==> config.mk <==
export PLATFORM = sky130hd
export DESIGN_NAME = r2r_wave_gen_flat
export DESIGN_NICKNAME = d
export VERILOG_FILES = /design/src/rtl/r2r_dac_pkg.sv /design/src/rtl/r2r_wave_gen_if.sv /design/src/rtl/r2r_prescaler.sv /design/src/rtl/r2r_wave_gen.sv /design/src/flat_wrapper.sv
export SDC_FILE = /design/constraint.sdc
export NUM_CORES = 1
export LEC_CHECK = 0
export ABC_CLOCK_PERIOD_IN_PS = 5100
export CAP_MARGIN = 20
export CORE_UTILIZATION = 60
export DETAILED_ROUTE_END_ITERATION = 8
export PLACE_DENSITY = 0.84
export SKIP_CTS_REPAIR_TIMING = 1
export SYNTH_ARGS = -nofsm -noshare
export SYNTH_HDL_FRONTEND = slang
export SYNTH_SLANG_ARGS = --single-unit
==> constraint.sdc <==
create_clock -name clk -period 5.1 [get_ports clk]
set_clock_uncertainty 0.05 [all_clocks]
set_input_delay 1.53 -clock clk [delete_from_list [all_inputs] [get_ports clk]]
set_output_delay 1.53 -clock clk [all_outputs]
set_load 0.01 [all_outputs]
==> src/rtl/r2r_dac_pkg.sv <==
// Shared types and helpers for the R2R ladder DAC front-end.
package r2r_dac_pkg;

  typedef enum logic [1:0] {
    MODE_DIRECT = 2'd0,
    MODE_SAW    = 2'd1,
    MODE_TRI    = 2'd2,
    MODE_SQUARE = 2'd3
  } mode_e;

  typedef enum logic {
    DIR_UP   = 1'b0,
    DIR_DOWN = 1'b1
  } dir_e;

  localparam int DAC_W_DEFAULT = 8;
  localparam int DIV_W_DEFAULT = 16;
  localparam int DAC_W_MAX     = 12;

  // Full-scale ladder code for a given resolution, right-aligned in the widest legal ladder.
  function automatic logic [DAC_W_MAX-1:0] max_code(input int width);
    return DAC_W_MAX'((1 << width) - 1);
  endfunction

endpackage

==> src/rtl/r2r_wave_gen_if.sv <==
// Config and direct-sample handshake channels between the pin decode logic and the DAC front-end.
interface r2r_wave_gen_if
  import r2r_dac_pkg::*;
#(
  parameter int DAC_W = DAC_W_DEFAULT,
  parameter int DIV_W = DIV_W_DEFAULT
);

  logic             cfg_valid;
  logic             cfg_ready;
  logic [1:0]       cfg_mode;
  logic [DIV_W-1:0] cfg_div;
  logic [DAC_W-1:0] cfg_step;

  logic             smp_valid;
  logic             smp_ready;
  logic [DAC_W-1:0] smp_data;

  modport master (
    output cfg_valid, cfg_mode, cfg_div, cfg_step, smp_valid, smp_data,
    input  cfg_ready, smp_ready
  );

  modport slave (
    input  cfg_valid, cfg_mode, cfg_div, cfg_step, smp_valid, smp_data,
    output cfg_ready, smp_ready
  );

endinterface

==> src/rtl/r2r_prescaler.sv <==
// Sample-rate prescaler: counts 0..div while enabled and fires a tick on the wrap.
module r2r_prescaler
  import r2r_dac_pkg::*;
#(
  parameter int DIV_W = DIV_W_DEFAULT
) (
  input  logic             clk,
  input  logic             rst,
  input  logic             en,
  input  logic             clear,
  input  logic [DIV_W-1:0] div,
  output logic             tick
);

  logic [DIV_W-1:0] count;

  assign tick = en && (count == div);

  // A config apply restarts the sample period so the new divider starts from a clean phase.
  always_ff @(posedge clk) begin
    if (rst || clear) begin
      count <= '0;
    end else if (en) begin
      count <= tick ? '0 : count + DIV_W'(1);
    end
  end

endmodule

==> src/rtl/r2r_wave_gen.sv <==
// Digital front-end for the R2R ladder DAC: streams host samples or generates
// saw/triangle/square codes, with config changes landing only on sample boundaries.
module r2r_wave_gen
  import r2r_dac_pkg::*;
#(
  parameter int DAC_W = DAC_W_DEFAULT,
  parameter int DIV_W = DIV_W_DEFAULT
) (
  input  logic             clk,
  input  logic             rst,
  input  logic             en,
  r2r_wave_gen_if.slave    bus,
  output logic [DAC_W-1:0] dac_code,
  output logic             tick,
  output logic             underrun
);

  localparam logic [DAC_W-1:0] MAX = DAC_W'(max_code(DAC_W));

  mode_e            mode;
  logic [DIV_W-1:0] div;
  logic [DAC_W-1:0] step;
  dir_e             dir;
  dir_e             dir_nxt;
  logic [DAC_W-1:0] code_nxt;

  logic             cfg_free;
  mode_e            pend_mode;
  logic [DIV_W-1:0] pend_div;
  logic [DAC_W-1:0] pend_step;

  logic             buf_empty;
  logic [DAC_W-1:0] buf_data;

  logic int_tick;
  logic cfg_accept;
  logic smp_accept;
  logic apply;
  logic advance;
  logic consume;
  logic starve;

  assign bus.cfg_ready = cfg_free;
  assign bus.smp_ready = buf_empty;

  assign cfg_accept = bus.cfg_valid && cfg_free;
  assign smp_accept = bus.smp_valid && buf_empty;
  // While running, a pending config waits for a sample boundary; while frozen it lands at once.
  assign apply      = !cfg_free && (int_tick || !en);
  assign advance    = int_tick && !apply;
  assign consume    = advance && (mode == MODE_DIRECT) && !buf_empty;
  assign starve     = advance && (mode == MODE_DIRECT) && buf_empty;

  r2r_prescaler #(.DIV_W(DIV_W)) u_prescaler (
    .clk   (clk),
    .rst   (rst),
    .en    (en),
    .clear (apply),
    .div   (div),
    .tick  (int_tick)
  );

  always_comb begin
    code_nxt = dac_code;
    dir_nxt  = dir;
    if (apply) begin
      code_nxt = '0;
      dir_nxt  = DIR_UP;
    end else if (advance) begin
      case (mode)
        MODE_DIRECT: begin
          if (!buf_empty) code_nxt = buf_data;
        end
        MODE_SAW: code_nxt = dac_code + step;
        // Compare against MAX-step / step so the turn-around never overflows the ladder width.
        MODE_TRI: begin
          if (dir == DIR_UP) begin
            if (dac_code > MAX - step) begin
              code_nxt = MAX;
              dir_nxt  = DIR_DOWN;
            end else begin
              code_nxt = dac_code + step;
            end
          end else begin
            if (dac_code < step) begin
              code_nxt = '0;
              dir_nxt  = DIR_UP;
            end else begin
              code_nxt = dac_code - step;
            end
          end
        end
        MODE_SQUARE: code_nxt = (dac_code == '0) ? MAX : '0;
        default: ;
      endcase
    end
  end

  always_ff @(posedge clk) begin
    if (rst) begin
      dac_code <= '0;
      dir      <= DIR_UP;
      tick     <= 1'b0;
    end else begin
      dac_code <= code_nxt;
      dir      <= dir_nxt;
      tick     <= int_tick;
    end
  end

  // Config slot, active config, sample buffer and the sticky underrun flag.
  always_ff @(posedge clk) begin
    if (rst) begin
      mode      <= MODE_DIRECT;
      div       <= '0;
      step      <= DAC_W'(1);
      cfg_free  <= 1'b1;
      pend_mode <= MODE_DIRECT;
      pend_div  <= '0;
      pend_step <= '0;
      buf_empty <= 1'b1;
      buf_data  <= '0;
      underrun  <= 1'b0;
    end else begin
      if (cfg_accept) begin
        cfg_free  <= 1'b0;
        pend_mode <= mode_e'(bus.cfg_mode);
        pend_div  <= bus.cfg_div;
        pend_step <= bus.cfg_step;
      end else if (apply) begin
        cfg_free <= 1'b1;
        mode     <= pend_mode;
        div      <= pend_div;
        step     <= pend_step;
      end

      if (smp_accept) begin
        buf_empty <= 1'b0;
        buf_data  <= bus.smp_data;
      end else if (consume) begin
        buf_empty <= 1'b1;
      end

      if (apply) begin
        underrun <= 1'b0;
      end else if (starve) begin
        underrun <= 1'b1;
      end
    end
  end

endmodule

==> src/flat_wrapper.sv <==
// flat-port wrapper written by rule: the top's interface ports become plain ports
module r2r_wave_gen_flat import r2r_dac_pkg::*;
#(
  parameter int DAC_W = DAC_W_DEFAULT,
  parameter int DIV_W = DIV_W_DEFAULT
)
  (clk, rst, en, dac_code, tick, underrun, bus_cfg_valid, bus_cfg_mode, bus_cfg_div, bus_cfg_step, bus_smp_valid, bus_smp_data, bus_cfg_ready, bus_smp_ready);
  r2r_wave_gen_if #(.DAC_W(DAC_W), .DIV_W(DIV_W)) bus_i ();
  input  logic clk;
  input  logic rst;
  input  logic en;
  output logic [DAC_W-1:0] dac_code;
  output logic tick;
  output logic underrun;
  input wire logic [$bits(bus_i.cfg_valid)-1:0] bus_cfg_valid;
  input wire logic [$bits(bus_i.cfg_mode)-1:0] bus_cfg_mode;
  input wire logic [$bits(bus_i.cfg_div)-1:0] bus_cfg_div;
  input wire logic [$bits(bus_i.cfg_step)-1:0] bus_cfg_step;
  input wire logic [$bits(bus_i.smp_valid)-1:0] bus_smp_valid;
  input wire logic [$bits(bus_i.smp_data)-1:0] bus_smp_data;
  output wire logic [$bits(bus_i.cfg_ready)-1:0] bus_cfg_ready;
  output wire logic [$bits(bus_i.smp_ready)-1:0] bus_smp_ready;
  assign bus_i.cfg_valid = bus_cfg_valid;
  assign bus_i.cfg_mode = bus_cfg_mode;
  assign bus_i.cfg_div = bus_cfg_div;
  assign bus_i.cfg_step = bus_cfg_step;
  assign bus_i.smp_valid = bus_smp_valid;
  assign bus_i.smp_data = bus_smp_data;
  assign bus_cfg_ready = bus_i.cfg_ready;
  assign bus_smp_ready = bus_i.smp_ready;
  r2r_wave_gen #(.DAC_W(DAC_W), .DIV_W(DIV_W)) u_core (.clk(clk), .rst(rst), .en(en), .bus(bus_i), .dac_code(dac_code), .tick(tick), .underrun(underrun));
endmodule
==> impl_metrics.ini, run 1 <==
[yosys]
yosysWarnings = 0
synthCells = 556
ys_top_cells_by_area = dfxtp_1 40%, a21oi_1 7.0%, nand2_1 6.5%, nor2_1 6.5%, xnor2_1 5.9%
synth_edf_count = 0
netlist_area_mm2 = 0.00447
synthArstFlopShare_pct = 0
syn_area_per_cell_um2 = 8.05
syn_nets = 615
synthFlopType = dfxtp_1
synth_top_area_share_pct = 39.8
yosysUniqueCellTypes = 57
yosysSeqAreaShare_pct = 39.8
ys_ff_latch = 89
yosysTopAreaCell = dfxtp_1

[global_route]
grt_max_degree = 54
antenna_found_initial = 0
grt.total_usage_pct = 27.7
grt_pass1_vias = 3558
grt_pass1_wl_mm = 16.6
grt.overflow.total = 0

[detailed_routing]
drtIter0Drc = 374
postRouteAntennaNets = 0
vias = 3931
drcViolationCount = 0
postRouteWirelength_mm = 10.3
drt-wirelength-per-cell_um = 14.9
viasPerCell = 5.68
dr.pass1.iters = 5

[timing]
max_slew.worst_pin.slew_ps = 928
slew_headroom_pct = 38.1
holdWs_ps = 410
fin_setup_tns_ps = 0
setup_viol = 0
drv_slew = 0
fmax_ghz = 0.302
fin_crit_ps = 3320
fin_crit_sh_pct = 65.0
final.setup.worst_slack_ps = 1780
rsz0062_at_grt = false
hold_violations = 0

[worst_setup_path]
critical_path_class = input pin to flip-flop
crit_path_start_kind = input pin
required_ps = 5330
arrival_ps = 3540
slowest_stage = clkdlybuf4s50_1
cp_cell_sequence = clkdlybuf4s50_1 -> inv_1 -> o21a_1 -> buf_4 -> nor2_1 -> o211ai_1 -> a31oi_1
critPathMaxStageDelay_ps = 590
cp_max_fo = 33
endpoint_kind = flip-flop

[floorplanning]
initial_utilization_pct = 62.0
rows = 31
pin_count = 51
die_h_um = 88.4
die_area_mm2 = 0.00781
core_mm2 = 0.00721
die_w_um = 88.4

[power]
pwr-share-seq_pct = 50.2
ir_drop_mv = 0.179
powerDensity_mw_per_mm2 = 296
power.share.clock_pct = 29.4
finalPower_mw = 1.52
p_sw_share_pct = 30.4
internal_power_mw = 1.06
power.net_switching_uw = 463
pwr-share-comb_pct = 20.4
power_leakage_nw = 1.92

[clocking]
clk_latency_ps = 360
cts_buffer_depth = 2
cts_buffers = 9
cts_max_level = 3
cts.sinks = 89
clk_pin_slew_worst_paths_ps = 90
cts_root_buf = clkbuf_8
cts_tree = done

[finish]
syn2layout_area_growth_pct = 15.0
fin_nets = 647
fillers = 585
diodes = 0
stdcell_area_mm2 = 0.00515
final_cell_mix = 89 x dfxtp_1, 78 x nand2_1, 78 x nor2_1
final_common_cell = dfxtp_1
finalNonFillerCells = 692
fin_util_pct = 71.3
drive_gt1_share_pct = 4.38

[place]
placed_area_mm2 = 0.00497
place_inst = 676
dp_slack_ps = 1460
io_buffers = 50
hpwlAfterDp_mm = 7.57
gp_congestion = 1.00

[run_status]
status = completed

[worst_hold_path]
hold_class = flip-flop to flip-flop

[flow_run]
drv_cap = 0
## cells by family (layout without fill, tap and decap cells)
| logic type | Yosys count | count (layout) | synth area share (%) |
|---|---|---|---|
| fa+ha+maj | 20 | 20 | 5.93 |
| simple gates | 220 | 220 | 22.1 |
| buf+inv | 55 | 92 | 5.20 |
| compound gates | 120 | 120 | 16.4 |
| flops | 89 | 89 | 39.8 |
| mux | 16 | 16 | 3.58 |
| xor+xnor | 36 | 36 | 7.05 |
## sequential cells by signal (all words and copies together) (netlist names), 2 cells and up
name                      count
u_core.pend_step              8
u_core.dac_code               8
u_core.buf_data               8
u_core.pend_div              16
u_core.step                   8
u_core.u_prescaler.count     16
u_core.div                   16
u_core.mode                   2
u_core.pend_mode              2
## cells in the mapped netlist, drive strengths merged (4+ instances only)
master  number
nand3       15
mux2i       16
nor3        11
clkbuf      20
nor2b        4
nand4       10
buf         11
xor2         6
inv         24
dfxtp       89
a211oi       7
ha          18
xnor2       30
o21ai       17
nand2       78
or3          6
a21oi       65
and3         5
nor2        78
## path summary, 6_finish.rpt
check                           from                  to  slack (ps)  cells past startpoint
setup / recovery                  en  u_core.dac_code[7]        1780                      7
hold / removal    u_core.pend_div[2]  u_core.pend_div[2]         410                      2
setup reg to reg  u_core.dac_code[0]  u_core.dac_code[6]        2200                     11
hold reg to reg   u_core.pend_div[2]  u_core.pend_div[2]         410                      2
## critical path: cells and delay by family
family	cells	cell delay [ps]
AOI/OAI and AO/OA	3	650
and+or+nand+nor	1	320
buffers and inverters	3	1040
## power groups by stage
| stage | logic (mW) | registers [mW] | clock network, mW |
|---|---|---|---|
| 2_1_floorplan | 0.221 | 0.769 | 0 |
| 3_3_place_gp | 0.299 | 0.777 | 0 |
| 3_5_place_dp | 0.307 | 0.779 | 0 |
| 4_1_cts | 0.308 | 0.763 | 0.451 |
| 5_1_grt | 0.343 | 0.768 | 0.478 |
| 6_report | 0.311 | 0.764 | 0.448 |
## layout make-up
cell class	count	area, µm²	share of cell area (%)
multi-input combinational	412	2460	47.8
sequential	89	1780	34.6
timing repair buffer	52	510	9.92
clock buffer	11	141	2.75
tap	99	124	2.41
inverter	24	90.1	1.75
clock inverter	5	40.0	0.778
## layer usage
layer  track usage (%)  routed length, µm  up-vias
met5                 0                  0        -
met4              11.3                208        0
met3              3.82                630       18
li1                  -                  -     1958
met2              45.2               4860      142
met1              36.9               4590     1813
(Power assumes the default switching activity.)
==> run 2, diff against run 1 <==
--- a/config.mk
+++ b/config.mk
@@ -5,11 +5,11 @@
 export SDC_FILE = /design/constraint.sdc
 export NUM_CORES = 1
 export LEC_CHECK = 0
-export ABC_CLOCK_PERIOD_IN_PS = 5100
+export ABC_CLOCK_PERIOD_IN_PS = 2900
 export CAP_MARGIN = 20
-export CORE_UTILIZATION = 60
+export CORE_UTILIZATION = 51
 export DETAILED_ROUTE_END_ITERATION = 8
-export PLACE_DENSITY = 0.84
+export PLACE_DENSITY = 0.76
 export SKIP_CTS_REPAIR_TIMING = 1
 export SYNTH_ARGS = -nofsm -noshare
 export SYNTH_HDL_FRONTEND = slang
==> constraint.sdc (replaced) <==
create_clock -name clk -period 2.9 [get_ports clk]
set_clock_uncertainty 0.05 [all_clocks]
set_input_delay 0.87 -clock clk [delete_from_list [all_inputs] [get_ports clk]]
set_output_delay 0.87 -clock clk [all_outputs]
set_load 0.01 [all_outputs]
==> run 2 against run 1 <==
First-iteration DRC count decreased by 49%. Count of clock-buffer cells in the layout decreased by 1. Critical path depth grew 4. Sequential cell count stayed put. Register-to-register slack lost 2000 ps. Cell count grew 2.3%. Via count rose by 1.5%. Global-route usage is 2.2 points lower. Sequential power rose by 74%. Power is 89% higher. Largest cell class unchanged. Highest routed layer unchanged.
==> impl_metrics.ini, run 2 (synthesis results as in run 1) <==
[timing]
fin_setup_tns_ps = 0
fin_crit_ps = 2740
slew_headroom_pct = 55.5
fin_crit_sh_pct = 94.5
rsz0062_at_grt = false
fmax_ghz = 0.365
setup_viol = 0
max_slew.worst_pin.slew_ps = 666
drv_slew = 0
hold_violations = 0

[worst_setup_path]
cp-startpoint = u_core.dac_code[0]
r2r-end = u_core.dac_code[6]
cp_max_fo = 5
endpoint_kind = flip-flop
required_ps = 3080
crit_path_start_kind = flip-flop
reg2reg_from = u_core.dac_code[0]
arrival_ps = 2920
worst_r2r_path_depth = 11
critical_path_class = flip-flop to flip-flop
reg2reg_slack_ps = 160

[global_route]
grt_max_degree = 35
grt_pass1_wl_mm = 17.7
antenna_found_initial = 0
grt.overflow.total = 0
grt_pass1_vias = 3687
grt.total_usage_pct = 25.4

[clocking]
clk_pin_slew_worst_paths_ps = 90
cts_buffers = 9
cts_tree = done
cts_max_level = 3
cts.sinks = 89
clk_latency_ps = 370
cts_buffer_depth = 2
cts_root_buf = clkbuf_8

[place]
placed_area_mm2 = 0.00505
hpwlAfterDp_mm = 8.07
place_inst = 692
gp_congestion = 0.916
io_buffers = 50

[power]
pwr-share-seq_pct = 46.4
powerDensity_mw_per_mm2 = 544
p_sw_share_pct = 29.1
internal_power_mw = 2.04
power.share.clock_pct = 33.6
power_leakage_nw = 2.00
power.net_switching_uw = 837
ir_drop_mv = 0.310
pwr-share-comb_pct = 20.1
finalPower_mw = 2.87

[worst_hold_path]
hold_end = u_core.pend_div[0]
hold_class = flip-flop to flip-flop
min-delay-start = u_core.pend_div[0]
worstHoldPathCells = 2

[floorplanning]
initial_utilization_pct = 53.6
rows = 33
core_mm2 = 0.00834
die_h_um = 95.7
die_w_um = 95.7
pin_count = 51
die_area_mm2 = 0.00915

[finish]
final_common_cell = dfxtp_1
final_cell_mix = 89 x dfxtp_1, 78 x nand2_1, 78 x nor2_1
fillers = 745
drive_gt1_share_pct = 6.30
finalNonFillerCells = 708
top_regs = u_core.div: 16 flops, u_core.pend_div: 16 flops, u_core.u_prescaler.count: 16 flops
stdcell_area_mm2 = 0.00528
register_area_mm2 = 0.00178
syn2layout_area_growth_pct = 18.0
multi_input_area_mm2 = 0.00247
fin_util_pct = 63.3
diodes = 0
fin_nets = 657

[detailed_routing]
viasPerCell = 5.63
drcViolationCount = 0
dr.pass1.iters = 5
vias = 3989
postRouteWirelength_mm = 10.9
postRouteAntennaNets = 0
drtIter0Drc = 190
drt-wirelength-per-cell_um = 15.4

[flow_run]
drv_cap = 0

[run_status]
status = completed
-- run 2: layer usage --
layer,part of all wire (%),track usage [%]
met5,0,0
met4,1.3,8.21
met3,5.5,5.66
met2,47,40.9
met1,46,33.7
-- run 2: worst max path at each step --
stage	slack, ps	to	cells after the start
after floorplan	280	u_core.dac_code[6]	11
after detailed placement	140	u_core.dac_code[6]	11
after CTS	120	u_core.dac_code[6]	11
after global routing	20	u_core.dac_code[6]	11
final	160	u_core.dac_code[6]	11
after global placement	170	u_core.dac_code[6]	11
-- run 2: area by class of cell --
| class | instances | share of cell area [%] |
|---|---|---|
| Clock buffer | 10 | 2.42 |
| Clock inverter | 6 | 1.83 |
| Sequential cell | 89 | 33.8 |
| Timing Repair Buffer | 62 | 11.1 |
| Multi-Input combinational cell | 412 | 46.7 |
| Inverter | 24 | 1.71 |
| Tap cell | 105 | 2.49 |
-- run 2: power by group through the flow --
stage	Clock (mW)	Combinational [mW]	Sequential, mW
floorplan	0	0.388	1.35
finish	0.965	0.577	1.33
detailed placement	0	0.570	1.36
global placement	0	0.561	1.36
CTS	0.989	0.573	1.33
global route	1.03	0.635	1.34
-- run 2: per-stage QoR --
step	worst slack, ps	hold slack (ps)
CTS	117	410
global route	24.8	435
floorplan	283	382
global placement	169	393
detailed placement	139	398
finish	159	408
-- run 2: worst max-delay path, cell delays in order (launching register included) --
cell and delay [ps]:
dfxtp_1 350, inv_1 100, ha_1 170, inv_1 60
fa_2 370, a211oi_1 220, o21bai_1 130, a2111o_1 450
and3_1 200, a221o_1 350, o21ai_0 80, a211oi_1 100
